**src/rtl/btn_press_classifier.sv**
```systemverilog
// Purpose : turns a debounced button level into press / short / long / repeat events,
//           a held level and a wrapping press counter.
// Latency : every output is registered; each event appears one edge after the sample that causes it.
// Backpr. : none; the input is a level that is sampled on every edge and all events are fire-and-forget pulses.
//
// Ports:
//   IPTCLK    clock, rising edge
//   IPTRST    synchronous active-high reset
//   IPTBTN    debounced button level (1 = pressed)
//   OUTPRESS  1-cycle pulse when a press is recognised
//   OUTSHORT  1-cycle pulse when a short press is released
//   OUTLONG   1-cycle pulse when the hold reaches LONG_CYCLES
//   OUTREPEAT 1-cycle pulse every REPEAT_CYCLES samples while a long press is held
//   OUTHELD   high while a recognised press is in progress
//   OUTCOUNT  recognised presses, modulo 2^COUNT_W
module btn_press_classifier #(
   parameter int LONG_CYCLES   = 16,
   parameter int REPEAT_CYCLES = 4,
   parameter int HOLD_W        = 8,
   parameter int COUNT_W       = 4
) (
   input  logic               IPTCLK,
   input  logic               IPTRST,
   input  logic               IPTBTN,
   output logic               OUTPRESS,
   output logic               OUTSHORT,
   output logic               OUTLONG,
   output logic               OUTREPEAT,
   output logic               OUTHELD,
   output logic [COUNT_W-1:0] OUTCOUNT
);

   localparam logic [HOLD_W-1:0] long_lim = HOLD_W'(LONG_CYCLES);
   localparam logic [HOLD_W-1:0] rep_lim  = HOLD_W'(REPEAT_CYCLES);

   typedef enum logic [1:0] {
      IDLE    = 2'd0,
      PRESSED = 2'd1,
      LONG    = 2'd2
   } state_t;

   state_t              state, state_n;
   logic [HOLD_W-1:0]   hold_cnt, hold_n;
   logic [HOLD_W-1:0]   rep_cnt, rep_n;
   logic                btn_q;
   logic                rise;
   logic                press_n, short_n, long_n, repeat_n, held_n;
   logic [COUNT_W-1:0]  count_n;

   assign rise = IPTBTN & ~btn_q;

   always_ff @(posedge IPTCLK) begin
      if (IPTRST) begin
         state     <= IDLE;
         hold_cnt  <= '0;
         rep_cnt   <= '0;
         // Starting "high" means a button already held at reset release must
         // be seen low once before it can count as a press.
         btn_q     <= 1'b1;
         OUTPRESS  <= 1'b0;
         OUTSHORT  <= 1'b0;
         OUTLONG   <= 1'b0;
         OUTREPEAT <= 1'b0;
         OUTHELD   <= 1'b0;
         OUTCOUNT  <= '0;
      end else begin
         state     <= state_n;
         hold_cnt  <= hold_n;
         rep_cnt   <= rep_n;
         btn_q     <= IPTBTN;
         OUTPRESS  <= press_n;
         OUTSHORT  <= short_n;
         OUTLONG   <= long_n;
         OUTREPEAT <= repeat_n;
         OUTHELD   <= held_n;
         OUTCOUNT  <= count_n;
      end
   end

   always_comb begin
      state_n  = state;
      hold_n   = hold_cnt;
      rep_n    = rep_cnt;
      press_n  = 1'b0;
      short_n  = 1'b0;
      long_n   = 1'b0;
      repeat_n = 1'b0;
      held_n   = OUTHELD;
      count_n  = OUTCOUNT;

      unique case (state)
         IDLE: begin
            if (rise) begin
               state_n = PRESSED;
               hold_n  = {{(HOLD_W-1){1'b0}}, 1'b1};
               press_n = 1'b1;
               held_n  = 1'b1;
               count_n = OUTCOUNT + 1'b1;
            end
         end
         PRESSED: begin
            if (IPTBTN) begin
               hold_n = hold_cnt + 1'b1;
               if (hold_n == long_lim) begin
                  state_n = LONG;
                  long_n  = 1'b1;
                  rep_n   = '0;
               end
            end else begin
               // A release on the edge that would have reached the long
               // threshold lands here, so it is still a short press.
               state_n = IDLE;
               short_n = 1'b1;
               held_n  = 1'b0;
            end
         end
         LONG: begin
            // hold_cnt is frozen here, so a long hold can last indefinitely.
            if (IPTBTN) begin
               if (REPEAT_CYCLES != 0) begin
                  rep_n = rep_cnt + 1'b1;
                  if (rep_n == rep_lim) begin
                     repeat_n = 1'b1;
                     rep_n    = '0;
                  end
               end
            end else begin
               state_n = IDLE;
               held_n  = 1'b0;
            end
         end
         default: begin
            state_n = IDLE;
            held_n  = 1'b0;
         end
      endcase
   end

endmodule

```
**config.mk**
```make
export PLATFORM = sky130hd
export DESIGN_NAME = btn_press_classifier
export DESIGN_NICKNAME = d
export VERILOG_FILES = /design/src/rtl/btn_press_classifier.sv
export SDC_FILE = /design/constraint.sdc
export NUM_CORES = 1
export LEC_CHECK = 0
export ABC_AREA = 1
export CAP_MARGIN = 5
export CORE_MARGIN = 5
export CORE_UTILIZATION = 34
export DETAILED_ROUTE_END_ITERATION = 12
export PLACE_DENSITY_LB_ADDON = 0.12
export SLEW_MARGIN = 20
export SYNTH_ARGS = -nofsm -noshare
export SYNTH_HDL_FRONTEND = slang
export SYNTH_SLANG_ARGS = --single-unit
```
**constraint.sdc**
```tcl
create_clock -name IPTCLK -period 2.5 [get_ports IPTCLK]
set_clock_uncertainty 0.15 [all_clocks]
set_input_delay 0.5 -clock IPTCLK [delete_from_list [all_inputs] [get_ports IPTCLK]]
set_output_delay 0.5 -clock IPTCLK [all_outputs]
set_load 0.02 [all_outputs]
```
==> flow_metrics.env <==
export IMPL_areaGrowthSynthToFinish_pct=13.0
export IMPL_post_cts_setup_buffer_count=0
export IMPL_placement_stage_worst_setup_slack_ns=0.191
export IMPL_floorplan_core_area_sq_mm=0.00438
export IMPL_criticalPathCategory="in -> reg"
export IMPL_row_count=24
export IMPL_rsz_0062_raised_after_global_routing="no"
export IMPL_ff2ff_path_depth=12
export IMPL_worst_slew_pin_transition_ns=0.401
export IMPL_wl_per_cell_microns=11.3
export IMPL_r2r_start="hold_cnt[1]"
export IMPL_remaining_drc_errors=0
export IMPL_drive_above_1_share=0.0702
export IMPL_hold_viol=0
export IMPL_timing_startpoint_of_the_critical_path="IPTBTN"
export IMPL_routed_wl_microns=3330
export IMPL_cp_arrival_ns=2.01
export IMPL_path_buf_inv=2
export IMPL_synth_adder_area_share=0.0567
export IMPL_synth_edff_count=0
export IMPL_ant_nets=0
export IMPL_worstHoldPathType="reg -> reg"
export IMPL_placed_cells_incl_taps=291
export IMPL_cts_root_to_sink_buffers=2
export IMPL_hold_start="OUTHELD"
export IMPL_cts_tree="yes"
export IMPL_placement_io_buffers=11
export IMPL_cp_top_family="buffers and inverters"
export IMPL_final_setup_viol_count=0
export IMPL_vdd_ir_drop_max_mv=0.447
export IMPL_final_setup_tns_ns=0
export IMPL_globalplace_congestion=0.773
export IMPL_detailed_place_area_sq_mm=0.00170
export IMPL_number_of_global_route_vias_before_repair=1345
export IMPL_post_dp_hpwl_microns=2450
export IMPL_clock_fmax_mhz=503
export IMPL_synthArstFlopShare=0
export IMPL_netlist_instances=230
export IMPL_fp_dieArea_sq_mm=0.00599
export IMPL_fin_cells=294
export IMPL_cts_repair_resize_count=0
export IMPL_numClockSinks=28
export IMPL_detail_route_iter0_violations=97
export IMPL_gr_usage_all_layers=0.119
export IMPL_synth_xor_area_share=0.0113
export IMPL_synth_top_family_by_area="simple AND/OR/NAND/NOR gates"
export IMPL_relSlewSlack=0.733
export IMPL_final_period_minus_worst_setup_slack_ns=1.99
export IMPL_cp_end_kind="flop"
export IMPL_vias=1374
export IMPL_status="finished, final reports clean"
export IMPL_path_depth=9
export IMPL_top_level_port_count=12
export IMPL_crit_path_frequent_cell="sky130_fd_sc_hd__nor2_1"
export IMPL_synth_seq_area_share=0.363
export IMPL_synth_area_sq_mm=0.00154
export IMPL_cp_slowest_stage_delay_ns=0.48
export IMPL_synth_ff_latch_count=28
export IMPL_final_design_area_no_fill_sq_mm=0.00174
export IMPL_synthesis_area_per_instance_sq_um=6.71
export IMPL_ys_warn_count=0
export IMPL_numCtsBuffers=3
export IMPL_clkTransAtPathRegs_ns=0.10
export IMPL_synth_mux_area_frac=0
export IMPL_cts_root_buffer_cell="sky130_fd_sc_hd__clkbuf_8"
export IMPL_detail_route_first_pass_iterations=4
export IMPL_syn_num_nets=240
export IMPL_cpMaxStageDelayCell="sky130_fd_sc_hd__clkdlybuf4s50_1"
export IMPL_finalNetCount=254
export IMPL_timing_hold_worst_path_depth=2
export IMPL_route_detailed_vias_per_inst=4.67
export IMPL_clock_tree_htree_level_count=1
export IMPL_cts_hold_fix_buffers=0
export IMPL_compound_gate_fraction_of_synth_area=0.123
export IMPL_clkLatencyLatePin_ns=0.28
export IMPL_yosys_area_share_simple=0.345
export IMPL_timing_max_transition_violations_final=0
export IMPL_fillers=478
export IMPL_initial_util=0.352
export IMPL_die_y_microns=77.4
export IMPL_crit_fanout=9
export IMPL_maxCapViolations=0
export IMPL_synth_cell_type_count=25
export IMPL_grt_antenna_before_repair=0
export IMPL_die_x_microns=77.4
export IMPL_grt_first_pass_wirelength_microns=5980
export IMPL_globalRoute_totalOverflow=0
export IMPL_cellLeakagePower_nw=0.691
export IMPL_final_setup_worst_slack_ns=0.513
export IMPL_cp_data_required_time_ns=2.53
export IMPL_crit_chain="clkdlybuf4s50_1 > inv_1 > nor2_1 > nor2_1 > nor2_2 > a21oi_2 > nor3_1 > a21oi_1 > nor2_1"
export IMPL_setup_worst_path_start_class="input port"
export IMPL_grt_max_degree=17
export IMPL_n_antenna_cell=0
export IMPL_power_density_cell_area_mw_per_mm2=828
export IMPL_final_period_utilization=0.795
export IMPL_dominantRegCellSynth="sky130_fd_sc_hd__dfxtp_1"
-- placed cells by master (no fill, tap or decap) --
cell type and count:
sky130_fd_sc_hd__nand2_1 62, sky130_fd_sc_hd__inv_1 31, sky130_fd_sc_hd__dfxtp_1 28, sky130_fd_sc_hd__nor2_1 27, sky130_fd_sc_hd__nand3_1 20, sky130_fd_sc_hd__a21oi_1 19, sky130_fd_sc_hd__clkdlybuf4s50_1 11, sky130_fd_sc_hd__ha_1 7
sky130_fd_sc_hd__o21ai_0 6, sky130_fd_sc_hd__nor3_1 5, sky130_fd_sc_hd__a21oi_2 4, sky130_fd_sc_hd__nor2_2 3, sky130_fd_sc_hd__clkbuf_8 3, sky130_fd_sc_hd__buf_4 3, sky130_fd_sc_hd__nand2_2 2, sky130_fd_sc_hd__xor2_1 2
sky130_fd_sc_hd__or2_0 2, sky130_fd_sc_hd__nand3_2 1, sky130_fd_sc_hd__nand2_4 1, sky130_fd_sc_hd__o21bai_1 1, sky130_fd_sc_hd__o32ai_1 1, sky130_fd_sc_hd__a31oi_1 1, sky130_fd_sc_hd__nor4b_1 1, sky130_fd_sc_hd__a22oi_1 1
-- cell families after synthesis --
| kind of cell | count (synthesis) |
|---|---|
| AOI/OAI and AO/OA | 33 |
| xor gates and xnor gates | 2 |
| adders and majority gates | 7 |
| buffers and inverters | 36 |
| DFF | 28 |
| and+or+nand+nor | 124 |
-- registers in the layout (all words and copies together) (netlist names) --
name       flops
state          2
rep_cnt        8
btn_q          1
hold_cnt       8
OUTPRESS       1
OUTLONG        1
OUTHELD        1
OUTCOUNT       4
OUTREPEAT      1
OUTSHORT       1
-- power breakdown --
group	internal [mW]	switching (mW)	total, mW
registers	0.525	0.0687	0.594
logic	0.223	0.378	0.601
clock network	0.108	0.141	0.249
total	0.856	0.588	1.44
-- per-stage QoR --
step	hold WS [ns]	util	power (mW)
after CTS	0.337	0.398	1.47
after detailed placement	0.323	0.388	1.21
after floorplan	0.304	-	1.10
final	0.334	0.398	1.44
after global placement	0.321	0.388	1.21
after global routing	0.369	0.398	1.60
-- final cells by class --
type | count | area (sq um) | area share
multi-input combinational | 166 | 828 | 0.475
sequential | 28 | 561 | 0.321
timing repair buffer | 14 | 133 | 0.0760
inverter | 31 | 116 | 0.0667
tap | 52 | 65.1 | 0.0373
clock buffer | 3 | 41.3 | 0.0237
-- Yosys cell counts (2+ instances only) --
cell | number | area, sq um
sky130_fd_sc_hd__a21oi_1 | 19 | 95.1
sky130_fd_sc_hd__xor2_1 | 2 | 17.5
sky130_fd_sc_hd__nand2_2 | 2 | 12.5
sky130_fd_sc_hd__dfxtp_1 | 28 | 561
sky130_fd_sc_hd__nand3_1 | 20 | 100
sky130_fd_sc_hd__or2_0 | 2 | 12.5
sky130_fd_sc_hd__nor2_2 | 3 | 18.8
sky130_fd_sc_hd__ha_1 | 7 | 87.6
sky130_fd_sc_hd__clkbuf_1 | 2 | 7.51
sky130_fd_sc_hd__nor3_1 | 5 | 25.0
sky130_fd_sc_hd__o21ai_0 | 6 | 30.0
sky130_fd_sc_hd__a21oi_2 | 4 | 35.0
sky130_fd_sc_hd__nand2_1 | 62 | 233
sky130_fd_sc_hd__nor2_1 | 27 | 101
sky130_fd_sc_hd__inv_1 | 31 | 116
-- tightest hold or removal path: stages (launching register included) --
cell	delay (ns)
sky130_fd_sc_hd__dfxtp_1	0.32
sky130_fd_sc_hd__nand2_1	0.06
sky130_fd_sc_hd__o32ai_1	0.06
-- final timing paths --
path	end	slack [ns]
min reg2reg	OUTHELD	0.33
max	hold_cnt[2]	0.51
min	OUTHELD	0.33
max reg2reg	rep_cnt[6]	0.59
-- metal layers --
metal	part of all wire	global-route usage
met5	0	0
met4	0.0054	0.0309
met3	0.024	0.0231
met2	0.46	0.189
met1	0.51	0.165
Power figures use the tool's default switching activity.
==> RTL edit: new RTL, same flow settings <==
The 3 states of `state_t` get a one-hot encoding in 3 bits.
--- a/src/rtl/btn_press_classifier.sv
+++ b/src/rtl/btn_press_classifier.sv
@@ -33,10 +33,10 @@
    localparam logic [HOLD_W-1:0] long_lim = HOLD_W'(LONG_CYCLES);
    localparam logic [HOLD_W-1:0] rep_lim  = HOLD_W'(REPEAT_CYCLES);
 
-   typedef enum logic [1:0] {
-      IDLE    = 2'd0,
-      PRESSED = 2'd1,
-      LONG    = 2'd2
+   typedef enum logic [2:0] {
+      IDLE    = 3'b001,
+      PRESSED = 3'b010,
+      LONG    = 3'b100
    } state_t;
 
    state_t              state, state_n;
Behaviour: same outputs for any inputs over 10 cycles, from zero or initial values and one cycle with IPTRST high; not proved beyond that.
==> RTL edit against the unedited design <==
  * Cell count increased by 1.4%
  * Critical path depth decreased by 8
  * Final area increased by 3.7%
  * Routed wire length decreased by 2.4%
  * Via count increased by 0.29%
  * Sequential cell count increased by 1
  * Die area decreased by 0.92%
  * Area after synthesis decreased by 1.1%
  * Non-clock buffer count increased by 3
  * Setup slack improved by 22 ps
  * Critical path type is now reg -> out
Power is not compared: it rests on default switching activity, and its combinational part moved more than twofold at a synthesized area within 25%.
==> RTL edit: results <==
routing:
  route.met2.wl_um: 1450
  dr_wl_met3_um: 96
  m1WireLength_um: 1650
run_status:
  status: "finished, final reports clean"
cells_and_area:
  drive_above_1_share: 0.118
  bufAreaShareNonClock: 0.0858
  multi_input_area_um2: 803
  layout.nets: 251
  buffers: 17
  comb.multi_input.count: 162
  fillers: 463
  final_cells: 298
  clock_area_frac: 0.0505
synthesis:
  ys_top_cells_by_count: "58 x nand2_1, 31 x nor2_1, 29 x dfxtp_1, 28 x inv_1"
  synth_area_leaders: "dfxtp_1 38%, nand2_1 14%, nor2_1 7.6%"
  syn_area_per_cell_um2: 6.76
  seq_area_frac_synth: 0.380
setup_path:
  endpoint: "OUTCOUNT[0]"
  crit_fanout: 4
  r2r-start: "hold_cnt[0]"
  arrival_ps: 1320
  r2r_setup_slack_ps: 550
  max_stage_delay_ps: 630
  startpoint: "OUTCOUNT[0]"
  reg2reg_depth: 10
timing:
  fin_crit_ps: 1970
  hold_ws_ps: 325
  max_slew.worst_pin.slew_ps: 513
clock_network:
  clkSinkCount: 29
  cts_made_buffers: 5
  htreeDepth: 2
place:
  place_ws_ps: 394
  dp_hpwl_um: 2310
  post_dp_cell_area_um2: 1720
  dp_cells: 290
  gp_congestion: 0.816
min_path:
  hold_start: "OUTCOUNT[3]"
  min_to: "OUTCOUNT[3]"
global_routing:
  grtUsageMet2: 0.186
## RTL edit: changes by cell type after synthesis, moves of 3 or more
cell | before | now
a21oi_2 | 4 | 0
ha_1 | 7 | 3
inv_1 | 31 | 28
nand2_1 | 62 | 58
nand3_2 | 1 | 5
nand4_1 | 0 | 3
nor2_1 | 27 | 31
## RTL edit: kinds of logic after synthesis
kind of cell	after synthesis	share of synthesized area
AO/OA/AOI/OAI	27	0.0925
buffers and inverters	35	0.0942
XOR/XNOR	2	0.0115
adder cells (fa/ha/maj)	3	0.0246
AND/OR/NAND/NOR	130	0.397
flip-flops	29	0.380
## RTL edit: worst register-to-register path: cells and delay by family, from the launching register on
kind / cells / cell delay, ps
AOI/OAI and AO/OA: 1 / 150
buffers and inverters: 1 / 40
and+or+nand+nor: 7 / 890
adders and majority gates: 1 / 220
DFF: 1 / 410
## RTL edit: report_power, final
part / switching [W] / internal (W)
clock network: 0.000200 / 0.000195
logic: 0.0000291 / 0.0000204
registers: 0.00000534 / 0.000469
